### src/rtl/x_shift_pkg.sv
// rtl/x_shift_pkg.sv - shared word and bit-counter types for the serial deserializer
package x_shift_pkg;
    localparam int WORD_W = 32;
    typedef logic [WORD_W-1:0]         word_t;
    typedef logic [$clog2(WORD_W)-1:0] bitcnt_t;
endpackage

### src/rtl/x_deser_32_bit_if.sv
// rtl/x_deser_32_bit_if.sv - parallel word output handshake of the deserializer
interface x_deser_32_bit_if #(parameter int WIDTH = 32);
    logic [WIDTH-1:0] o_data;
    logic             o_vld;
    logic             i_rdy;

    modport master (output o_data, output o_vld, input i_rdy);
    modport slave  (input o_data, input o_vld, output i_rdy);
endinterface

### src/rtl/x_fifo_2.sv
// rtl/x_fifo_2.sv - two-entry valid/ready FIFO whose head entry is a register
module x_fifo_2 #(
    parameter int W = 32
) (
    input  logic         i_clk,
    input  logic         i_rst,
    input  logic         i_push,
    input  logic [W-1:0] i_data,
    input  logic         i_pop,
    output logic [W-1:0] o_data,
    output logic         o_full,
    output logic         o_empty
);
    logic [W-1:0] mem0;
    logic [W-1:0] mem1;
    logic [1:0]   count;
    logic         pop_ok;
    logic         push_ok;

    // A push into a full buffer is only accepted when a pop frees a slot in the same cycle.
    always_comb begin
        pop_ok  = i_pop && (count != 2'd0);
        push_ok = i_push && ((count != 2'd2) || pop_ok);
    end

    always_ff @(posedge i_clk) begin
        if (i_rst) begin
            mem0  <= '0;
            mem1  <= '0;
            count <= 2'd0;
        end else begin
            case (count)
                2'd0: begin
                    if (push_ok) mem0 <= i_data;
                end
                2'd1: begin
                    if (push_ok && pop_ok) mem0 <= i_data;
                    else if (push_ok)      mem1 <= i_data;
                end
                default: begin
                    if (pop_ok) begin
                        mem0 <= mem1;
                        if (push_ok) mem1 <= i_data;
                    end
                end
            endcase
            count <= count + {1'b0, push_ok} - {1'b0, pop_ok};
        end
    end

    // mem0 is left untouched when the last entry pops, so the head holds its last value.
    assign o_data  = mem0;
    assign o_full  = (count == 2'd2);
    assign o_empty = (count == 2'd0);
endmodule

### src/rtl/x_deser_32_bit.sv
// rtl/x_deser_32_bit.sv - serial-to-parallel word assembler with 2-entry output buffer
module x_deser_32_bit
    import x_shift_pkg::*;
#(
    parameter int WIDTH     = WORD_W,
    parameter bit MSB_FIRST = 1'b1
) (
    input  logic                     i_clk,
    input  logic                     i_rst,
    input  logic                     i_in,
    input  logic                     i_in_vld,
    input  logic                     i_sync,
    output logic [$clog2(WIDTH)-1:0] o_bit_cnt,
    output logic                     o_ovf,
    input  logic                     i_ovf_clr,
    x_deser_32_bit_if.master         out_if
);
    localparam int CW = $clog2(WIDTH);

    logic [WIDTH-1:0] sr;
    logic [WIDTH-1:0] base;
    logic [WIDTH-1:0] shifted;
    logic [CW-1:0]    cnt;
    logic             complete;
    logic             pend_vld;
    logic [WIDTH-1:0] pend_word;
    logic             full;
    logic             empty;
    logic             pop;
    logic             drop;

    // A sync shifts the current bit into an empty word, so it lands as the first bit.
    always_comb begin
        base     = i_sync ? '0 : sr;
        shifted  = MSB_FIRST ? {base[WIDTH-2:0], i_in} : {i_in, base[WIDTH-1:1]};
        complete = i_in_vld && !i_sync && (cnt == CW'(WIDTH - 1));
    end

    always_ff @(posedge i_clk) begin
        if (i_rst) begin
            sr        <= '0;
            cnt       <= '0;
            pend_vld  <= 1'b0;
            pend_word <= '0;
        end else begin
            pend_vld <= complete;
            if (complete) pend_word <= shifted;
            if (i_sync) begin
                sr  <= i_in_vld ? shifted : '0;
                cnt <= i_in_vld ? CW'(1) : '0;
            end else if (i_in_vld) begin
                if (complete) begin
                    sr  <= '0;
                    cnt <= '0;
                end else begin
                    sr  <= shifted;
                    cnt <= cnt + CW'(1);
                end
            end
        end
    end

    // The completed word waits one cycle in pend_word before entering the buffer.
    assign pop  = out_if.o_vld && out_if.i_rdy;
    assign drop = pend_vld && full && !pop;

    x_fifo_2 #(.W(WIDTH)) u_fifo (
        .i_clk   (i_clk),
        .i_rst   (i_rst),
        .i_push  (pend_vld),
        .i_data  (pend_word),
        .i_pop   (pop),
        .o_data  (out_if.o_data),
        .o_full  (full),
        .o_empty (empty)
    );

    assign out_if.o_vld = !empty;
    assign o_bit_cnt    = cnt;

    // A drop in the same cycle as a clear leaves the flag set.
    always_ff @(posedge i_clk) begin
        if (i_rst)          o_ovf <= 1'b0;
        else if (drop)      o_ovf <= 1'b1;
        else if (i_ovf_clr) o_ovf <= 1'b0;
    end
endmodule

### src/flat_wrapper.sv
// flat-port wrapper written by rule: the top's interface ports become plain ports
module x_deser_32_bit_flat import x_shift_pkg::*;
#(
    parameter int WIDTH     = WORD_W,
    parameter bit MSB_FIRST = 1'b1
)
  (i_clk, i_rst, i_in, i_in_vld, i_sync, o_bit_cnt, o_ovf, i_ovf_clr, out_if_o_data, out_if_o_vld, out_if_i_rdy);
  x_deser_32_bit_if #(.WIDTH(WIDTH)) out_if_i ();
  input  logic i_clk;
  input  logic i_rst;
  input  logic i_in;
  input  logic i_in_vld;
  input  logic i_sync;
  output logic [$clog2(WIDTH)-1:0] o_bit_cnt;
  output logic o_ovf;
  input  logic i_ovf_clr;
  output wire logic [$bits(out_if_i.o_data)-1:0] out_if_o_data;
  output wire logic [$bits(out_if_i.o_vld)-1:0] out_if_o_vld;
  input wire logic [$bits(out_if_i.i_rdy)-1:0] out_if_i_rdy;
  assign out_if_o_data = out_if_i.o_data;
  assign out_if_o_vld = out_if_i.o_vld;
  assign out_if_i.i_rdy = out_if_i_rdy;
  x_deser_32_bit #(.WIDTH(WIDTH), .MSB_FIRST(MSB_FIRST)) u_core (.i_clk(i_clk), .i_rst(i_rst), .i_in(i_in), .i_in_vld(i_in_vld), .i_sync(i_sync), .o_bit_cnt(o_bit_cnt), .o_ovf(o_ovf), .i_ovf_clr(i_ovf_clr), .out_if(out_if_i));
endmodule
### config.mk
export PLATFORM = sky130hd
export DESIGN_NAME = x_deser_32_bit_flat
export DESIGN_NICKNAME = d
export VERILOG_FILES = /design/src/rtl/x_shift_pkg.sv /design/src/rtl/x_deser_32_bit_if.sv /design/src/rtl/x_fifo_2.sv /design/src/rtl/x_deser_32_bit.sv /design/src/flat_wrapper.sv
export SDC_FILE = /design/constraint.sdc
export NUM_CORES = 1
export LEC_CHECK = 0
export ABC_AREA = 1
export BUFFER_PORTS_ARGS = -buffer_cell sky130_fd_sc_hd__buf_4
export CAP_MARGIN = 25
export CELL_PAD_IN_SITES_DETAIL_PLACEMENT = 1
export CELL_PAD_IN_SITES_GLOBAL_PLACEMENT = 2
export CORE_ASPECT_RATIO = 1.2
export CORE_UTILIZATION = 25
export CTS_CLUSTER_DIAMETER = 200
export DETAILED_ROUTE_END_ITERATION = 8
export GPL_TIMING_DRIVEN = 0
export PLACE_DENSITY = 0.71
export RECOVER_POWER = 50
export SYNTH_ARGS = -nofsm -noshare
export SYNTH_HDL_FRONTEND = slang
export SYNTH_SLANG_ARGS = --single-unit
### constraint.sdc
create_clock -name i_clk -period 3.3 [get_ports i_clk]
set_input_delay 0.33 -clock i_clk [delete_from_list [all_inputs] [get_ports i_clk]]
set_output_delay 0.33 -clock i_clk [all_outputs]
set_load 0.05 [all_outputs]
==> flow_metrics.tcl, run 1 <==
set metrics [dict create \
    status "completed" \
    leakage_uw 0.00270 \
    vias 4934 \
    rows 59 \
    worst_pin_slew_ns 1.36 \
    dieArea_um2 22700 \
    max-slew-margin-rel 0.0859 \
    setup.worst_path.end_class "flip-flop" \
    holdPathEnd "u_core.o_ovf$_SDFFE_PP0P_" \
    clkSlewWorstSetupHoldPaths_ns 0.06 \
    hold_viol 0 \
    synthCells 788 \
    skew_ns 0.00863 \
    start_util 0.255 \
    arrival_ns 2.78 \
    yosys_warnings 0 \
    cts_max_level 4 \
    cts.sinks 136 \
    portBuffers 45 \
    grt_use_total 0.152 \
    hold_path.class "input port to flip-flop" \
    slew_violations 0 \
    stdcell_area_um2 6630 \
    grt_pass1_wl_mm 26.0 \
    holdCritStartpoint "i_ovf_clr" \
    yosysSeqAreaShare 0.494 \
    max_stage_delay_ns 1.04 \
    wl_mm 15.6 \
    ir_drop_uv 389 \
    layoutNonFillerInstCount 1139 \
    tritoncts "done" \
    path_buf_inv 1 \
    grt_max_degree 17 \
    avgSynthCellArea_um2 7.00 \
    yosys.area.top_type_share 0.494 \
    vias_per_cell 4.33 \
    setup_tns_ns 0 \
    syn_area_um2 5510 \
    antenna_cells 0 \
    die_w_um 138 \
    fin_crit_sh 0.746 \
    min_period_ns 2.46 \
    dpl.hpwl_mm 11.2 \
    ff2ff_setup_slack_ns 0.84 \
    startpoint_type "flip-flop" \
    synth_top_area_cell "dfxtp_1" \
    wl_per_cell_um 13.7 \
    clock-root-buffer "clkbuf_16" \
    syn_nets 798 \
    nets 862 \
    cp_top_family "compound AO/OA/AOI/OAI gates" \
    grt-ovfl-total 0 \
    hold_depth 4 \
    max_freq_mhz 406 \
    r2r-start "u_core.u_fifo.count[1]$_SDFF_PP0_" \
    cpMaxStageDelayCell "o21ai_0" \
    postCtsSetupBuffers 0 \
    grt_pass1_vias 4975 \
    setup_violations 0 \
    place_inst 1107 \
    ant_nets 0 \
    fin_hold_ws_ns 0.189 \
    synth_area_leaders "dfxtp_1 49%, nand2_1 14%, nor2_1 9.3%" \
    place_area_um2 6190 \
    critPathKind "flip-flop to flip-flop" \
    rr_worst_depth 6 \
    drt_iter0_drc 145 \
    cts_buffer_depth 2 \
    cts_resized 0 \
    powerDensity_nw_per_um2 569 \
    rsz0062_at_grt "no" \
    drc 0 \
    synthToLayoutAreaGrowth_pct 20.3 \
    dr.pass1.iters 4 \
    fp.dieH_um 165 \
    required_ns 3.62 \
    final_util 0.307 \
    antenna_found_initial 0 \
    rr_endpoint "u_core.u_fifo.o_data[20]$_SDFFE_PP0P_" \
    place_congestion 0.711 \
    clk_latency_ns 0.42 \
    drv_cap 0 \
    drive_gt1_frac 0.0717 \
    path_max_fanout 10 \
    synth.ff_latch_count 136 \
    cts_hold_buf 0 \
    core_um2 21600 \
    ys_types 22 \
    boundaryPins 46 \
    path_cells "nor2_1, o21ai_0, clkbuf_1, nand2_1, nand2_1, nor2_1" \
    cts_made_buffers 17 \
]
## layer usage
metal	vias up	part of all wire	GRT usage
li1	2582	-	-
met1	2294	0.47	0.182
met2	42	0.49	0.265
met3	16	0.019	0.0304
met4	0	0.016	0.0569
met5	-	0	0
## registers in the layout, summed over array words and instances (netlist names)
register,count
u_core.u_fifo.mem1,32
u_core.o_ovf,1
u_core.pend_vld,1
u_core.sr,31
u_core.pend_word,32
u_core.u_fifo.count,2
u_core.o_bit_cnt,5
u_core.u_fifo.o_data,32
## synth_stat cells, drive strengths merged
master  instances
buf            32
clkbuf         17
nand3          37
inv            74
nand2         207
ha              3
nor2          140
xnor2           1
nand4           1
a21oi          70
dfxtp         136
o21ai          70
## worst max path at each step
stage	start	endpoint	depth (start not counted)
final	u_core.u_fifo.count[1]$_SDFF_PP0_	u_core.u_fifo.o_data[20]$_SDFFE_PP0P_	6
after global routing	u_core.u_fifo.count[1]$_SDFF_PP0_	u_core.u_fifo.o_data[22]$_SDFFE_PP0P_	6
after floorplan	u_core.o_bit_cnt[0]$_SDFFE_PP0P_	u_core.pend_word[10]$_SDFFE_PP0P_	9
after detailed placement	u_core.o_bit_cnt[0]$_SDFFE_PP0P_	u_core.pend_word[1]$_SDFFE_PP0P_	8
after global placement	u_core.o_bit_cnt[0]$_SDFFE_PP0P_	u_core.pend_word[27]$_SDFFE_PP0P_	8
after CTS	u_core.o_bit_cnt[0]$_SDFFE_PP0P_	u_core.pend_word[1]$_SDFFE_PP0P_	8
## placed cells by master, fill, tap and decap left out
cell | netlist | final
clkinv_2 | 0 | 1
dfxtp_1 | 136 | 136
nand3_1 | 37 | 37
nor2_1 | 137 | 138
clkbuf_8 | 0 | 6
nand2_2 | 3 | 3
a21oi_1 | 69 | 69
inv_2 | 3 | 3
inv_1 | 71 | 71
clkinvlp_4 | 0 | 2
o21ai_0 | 68 | 70
xnor2_1 | 1 | 1
buf_4 | 1 | 7
a21oi_2 | 1 | 1
nand2_1 | 204 | 204
ha_1 | 3 | 3
clkbuf_1 | 17 | 66
bufinv_16 | 0 | 3
buf_1 | 7 | 7
clkbuf_16 | 0 | 17
buf_2 | 21 | 17
nor2_2 | 2 | 2
nand4_1 | 1 | 1
## power by group
part | leakage, uW | internal (uW) | total [uW] | switching, uW
Combinational | 0.00130 | 22.9 | 93.0 | 70.0
Clock | 0.000303 | 1310 | 2030 | 722
Sequential | 0.00110 | 1640 | 1650 | 2.73
## stage by stage
stage	worst slack, ns	total power (uW)
6_report	0.839	3770
3_3_place_gp	1.20	1780
2_1_floorplan	1.27	1740
4_1_cts	1.15	3830
5_1_grt	0.512	3910
3_5_place_dp	1.15	1780
## cells by family after synthesis
kind of cell | Yosys count | synth area share
AND/OR/NAND/NOR | 385 | 0.275
AO/OA/AOI/OAI | 140 | 0.130
flip-flops | 136 | 0.494
buffers and inverters | 123 | 0.0933
adder cells (fa/ha/maj) | 3 | 0.00681
XOR/XNOR | 1 | 0.00159
## final cells by class
type	instances	area [um2]
buffer	49	205
clock buffer	26	519
clock inverter	6	110
fill	2696	15000
inverter	74	278
multi-input combinational	529	2260
sequential	136	2720
tap	274	343
timing repair buffer	45	195
## worst min-delay path, cell delays in order
cell     delay, ns
buf_4         0.07
inv_1         0.03
nand2_1       0.06
a21oi_1       0.06
No activity file was read; power rests on OpenSTA's default activity.
==> inputs of run 2 (changes only) <==
--- a/config.mk
+++ b/config.mk
@@ -5,7 +5,7 @@
 export SDC_FILE = /design/constraint.sdc
 export NUM_CORES = 1
 export LEC_CHECK = 0
-export ABC_AREA = 1
+export ABC_AREA = 0
 export BUFFER_PORTS_ARGS = -buffer_cell sky130_fd_sc_hd__buf_4
 export CAP_MARGIN = 25
 export CELL_PAD_IN_SITES_DETAIL_PLACEMENT = 1
@@ -15,7 +15,7 @@
 export CTS_CLUSTER_DIAMETER = 200
 export DETAILED_ROUTE_END_ITERATION = 8
 export GPL_TIMING_DRIVEN = 0
-export PLACE_DENSITY = 0.71
+export PLACE_DENSITY = 0.65
 export RECOVER_POWER = 50
 export SYNTH_ARGS = -nofsm -noshare
 export SYNTH_HDL_FRONTEND = slang
==> constraint.sdc (replaced) <==
create_clock -name i_clk -period 2.3 [get_ports i_clk]
set_input_delay 0.23 -clock i_clk [delete_from_list [all_inputs] [get_ports i_clk]]
set_output_delay 0.23 -clock i_clk [all_outputs]
set_load 0.05 [all_outputs]
==> flow_metrics.tcl, run 2 <==
set metrics [dict create \
    postCtsSetupBuffers 0 \
    required_ns 2.57 \
    rr_endpoint "u_core.u_fifo.o_data[21]$_SDFFE_PP0P_" \
    yosys_warnings 0 \
    seq_area_um2 2720 \
    grt_use_total 0.135 \
    synthCells 588 \
    holdPathEnd "u_core.o_bit_cnt[2]$_SDFFE_PP0P_" \
    cts.sinks 136 \
    clkSlewWorstSetupHoldPaths_ns 0.06 \
    slew_violations 0 \
    r2r-start "u_core.u_fifo.count[0]$_SDFF_PP0_" \
    drt_iter0_drc 128 \
    clk_latency_ns 0.42 \
    nets 659 \
    leakage_uw 0.00212 \
    multi_input_area_um2 2640 \
    cts_resized 0 \
    skew_ns 0.00937 \
    rows 60 \
    cts_buffer_depth 2 \
    avgSynthCellArea_um2 9.65 \
    powerDensity_nw_per_um2 801 \
    final_common_cell "dfxtp_1" \
    power.switching_uw 1140 \
    clock-root-buffer "clkbuf_16" \
    synth_top_area_cell "dfxtp_1" \
    max_stage_delay_ns 0.64 \
    cts_hold_buf 0 \
    grt_max_degree 17 \
    grt_pass1_vias 4514 \
    cp_top_family "compound AO/OA/AOI/OAI gates" \
    crit_path_start "u_core.u_fifo.count[0]$_SDFF_PP0_" \
    num-fill-cells 2595 \
    hold_viol 0 \
    start_util 0.254 \
    die_w_um 140 \
    status "completed" \
    synth.most_common_cell "dfxtp_1" \
    worst_pin_slew_ns 0.807 \
    wl_per_cell_um 16.0 \
    synthToLayoutAreaGrowth_pct 19.6 \
    antenna_found_initial 0 \
    max-slew-margin-rel 0.462 \
    path_buf_inv 2 \
    cpMaxStageDelayCell "o21bai_1" \
    fin_hold_ws_ns 0.0920 \
    arrival_ns 2.41 \
    yosys.area.top_type_share 0.480 \
    place_area_um2 6340 \
    critPathKind "flip-flop to flip-flop" \
    place_congestion 0.696 \
    power_frac_seq 0.435 \
    path_max_fanout 10 \
    portBuffers 42 \
    p_comb_frac 0.025 \
    synth_area_leaders "dfxtp_1 48%, mux2i_1 11%, nand2b_1 7.3%" \
    fin_crit_sh 0.932 \
    ir_drop_uv 492 \
    holdCritStartpoint "i_sync" \
    p_sw_frac 0.210 \
    dieArea_um2 23300 \
    synth.ff_latch_count 136 \
    max_freq_mhz 467 \
    grt_pass1_wl_mm 24.1 \
    syn_area_um2 5680 \
    ant_nets 0 \
    drive_gt1_frac 0.144 \
    stdcell_area_um2 6790 \
    grt-ovfl-total 0 \
    startpoint_type "flip-flop" \
    rr_worst_depth 5 \
    dr.pass1.iters 4 \
    rsz0062_at_grt "no" \
    hold_depth 2 \
    fp.dieH_um 167 \
    tritoncts "done" \
    vias_per_cell 4.63 \
    ys_types 38 \
    syn_nets 598 \
    hold_path.class "input port to flip-flop" \
    setup_violations 0 \
    drv_cap 0 \
    antenna_cells 0 \
    ff2ff_setup_slack_ns 0.16 \
    vias 4354 \
    core_um2 22400 \
    boundaryPins 46 \
    setup.worst_path.end_class "flip-flop" \
    synth_flop_cell "dfxtp_1" \
    dpl.hpwl_mm 10.8 \
    synth-edff-count 0 \
    yosysSeqAreaShare 0.480 \
    synthTopCellsByCount "136 x dfxtp_1, 68 x a21oi_1, 67 x nand2_1, 66 x nand2b_1, 64 x mux2i_1" \
    cts_max_level 4 \
    final_cell_mix "136 x dfxtp_1, 68 x a21oi_1, 67 x nand2_1" \
    wl_mm 15.0 \
    clock_power_share 0.541 \
    cts_made_buffers 17 \
    min_period_ns 2.14 \
    setup_tns_ns 0 \
    drc 0 \
    synthArstFlopShare 0 \
    path_cells "o21bai_1, and2_0, clkbuf_1, buf_6, a211oi_2" \
    p_int_uw 4290 \
]
run 2: worst max-delay path by stage:
stage | end | slack [ns] | cells after the start
after global placement | u_core.pend_word[8]$_SDFFE_PP0P_ | 0.13 | 8
after detailed placement | u_core.pend_word[8]$_SDFFE_PP0P_ | 0.04 | 8
after CTS | u_core.pend_word[8]$_SDFFE_PP0P_ | 0.02 | 8
after floorplan | u_core.pend_word[17]$_SDFFE_PP0P_ | 0.20 | 9
final | u_core.u_fifo.o_data[21]$_SDFFE_PP0P_ | 0.16 | 5
after global routing | u_core.pend_word[0]$_SDFFE_PP0P_ | 0.04 | 9
run 2: logic make-up (layout without fill, tap and decap cells):
logic type	Yosys count	count (layout)	share of synthesized area
simple gates	187	187	0.164
compound gates	141	141	0.182
flops	136	136	0.480
mux	65	65	0.115
buf+inv	55	129	0.0514
fa+ha+maj	3	3	0.00661
xor+xnor	1	1	0.00154
run 2: per-layer routing:
metal  routed length [um]  part of all wire  global-route usage
met1                 6830              0.45               0.159
met2                 7500              0.50               0.234
met3                  403             0.027              0.0276
met4                  295             0.020              0.0612
met5                    0                 0                   0
run 2: power by group through the flow:
stage | registers (uW) | logic, uW | clock network [uW]
after floorplan | 2420 | 84.4 | 0
after global placement | 2410 | 135 | 0
after detailed placement | 2410 | 138 | 0
after CTS | 2360 | 138 | 3020
after global routing | 2360 | 146 | 3130
final | 2360 | 133 | 2940
run 2: cell type report:
| cell class | instances | area share |
|---|---|---|
| Multi-Input combinational cell | 397 | 0.389 |
| Clock inverter | 12 | 0.0254 |
| Inverter | 2 | 0.00111 |
| Sequential cell | 136 | 0.401 |
| Tap cell | 279 | 0.0514 |
| Buffer | 53 | 0.0380 |
| Timing Repair Buffer | 42 | 0.0254 |
| Clock buffer | 20 | 0.0688 |
run 2: metrics by stage:
stage / std cells / setup slack [ns] / utilization / power [uW]
after detailed placement: 909 / 0.0440 / 0.283 / 2550
after CTS: 941 / 0.0228 / 0.312 / 5520
after global routing: 941 / 0.0435 / 0.303 / 5640
final: 941 / 0.156 / 0.303 / 5440
after global placement: 909 / 0.133 / 0.283 / 2550
after floorplan: 588 / 0.204 / - / 2500
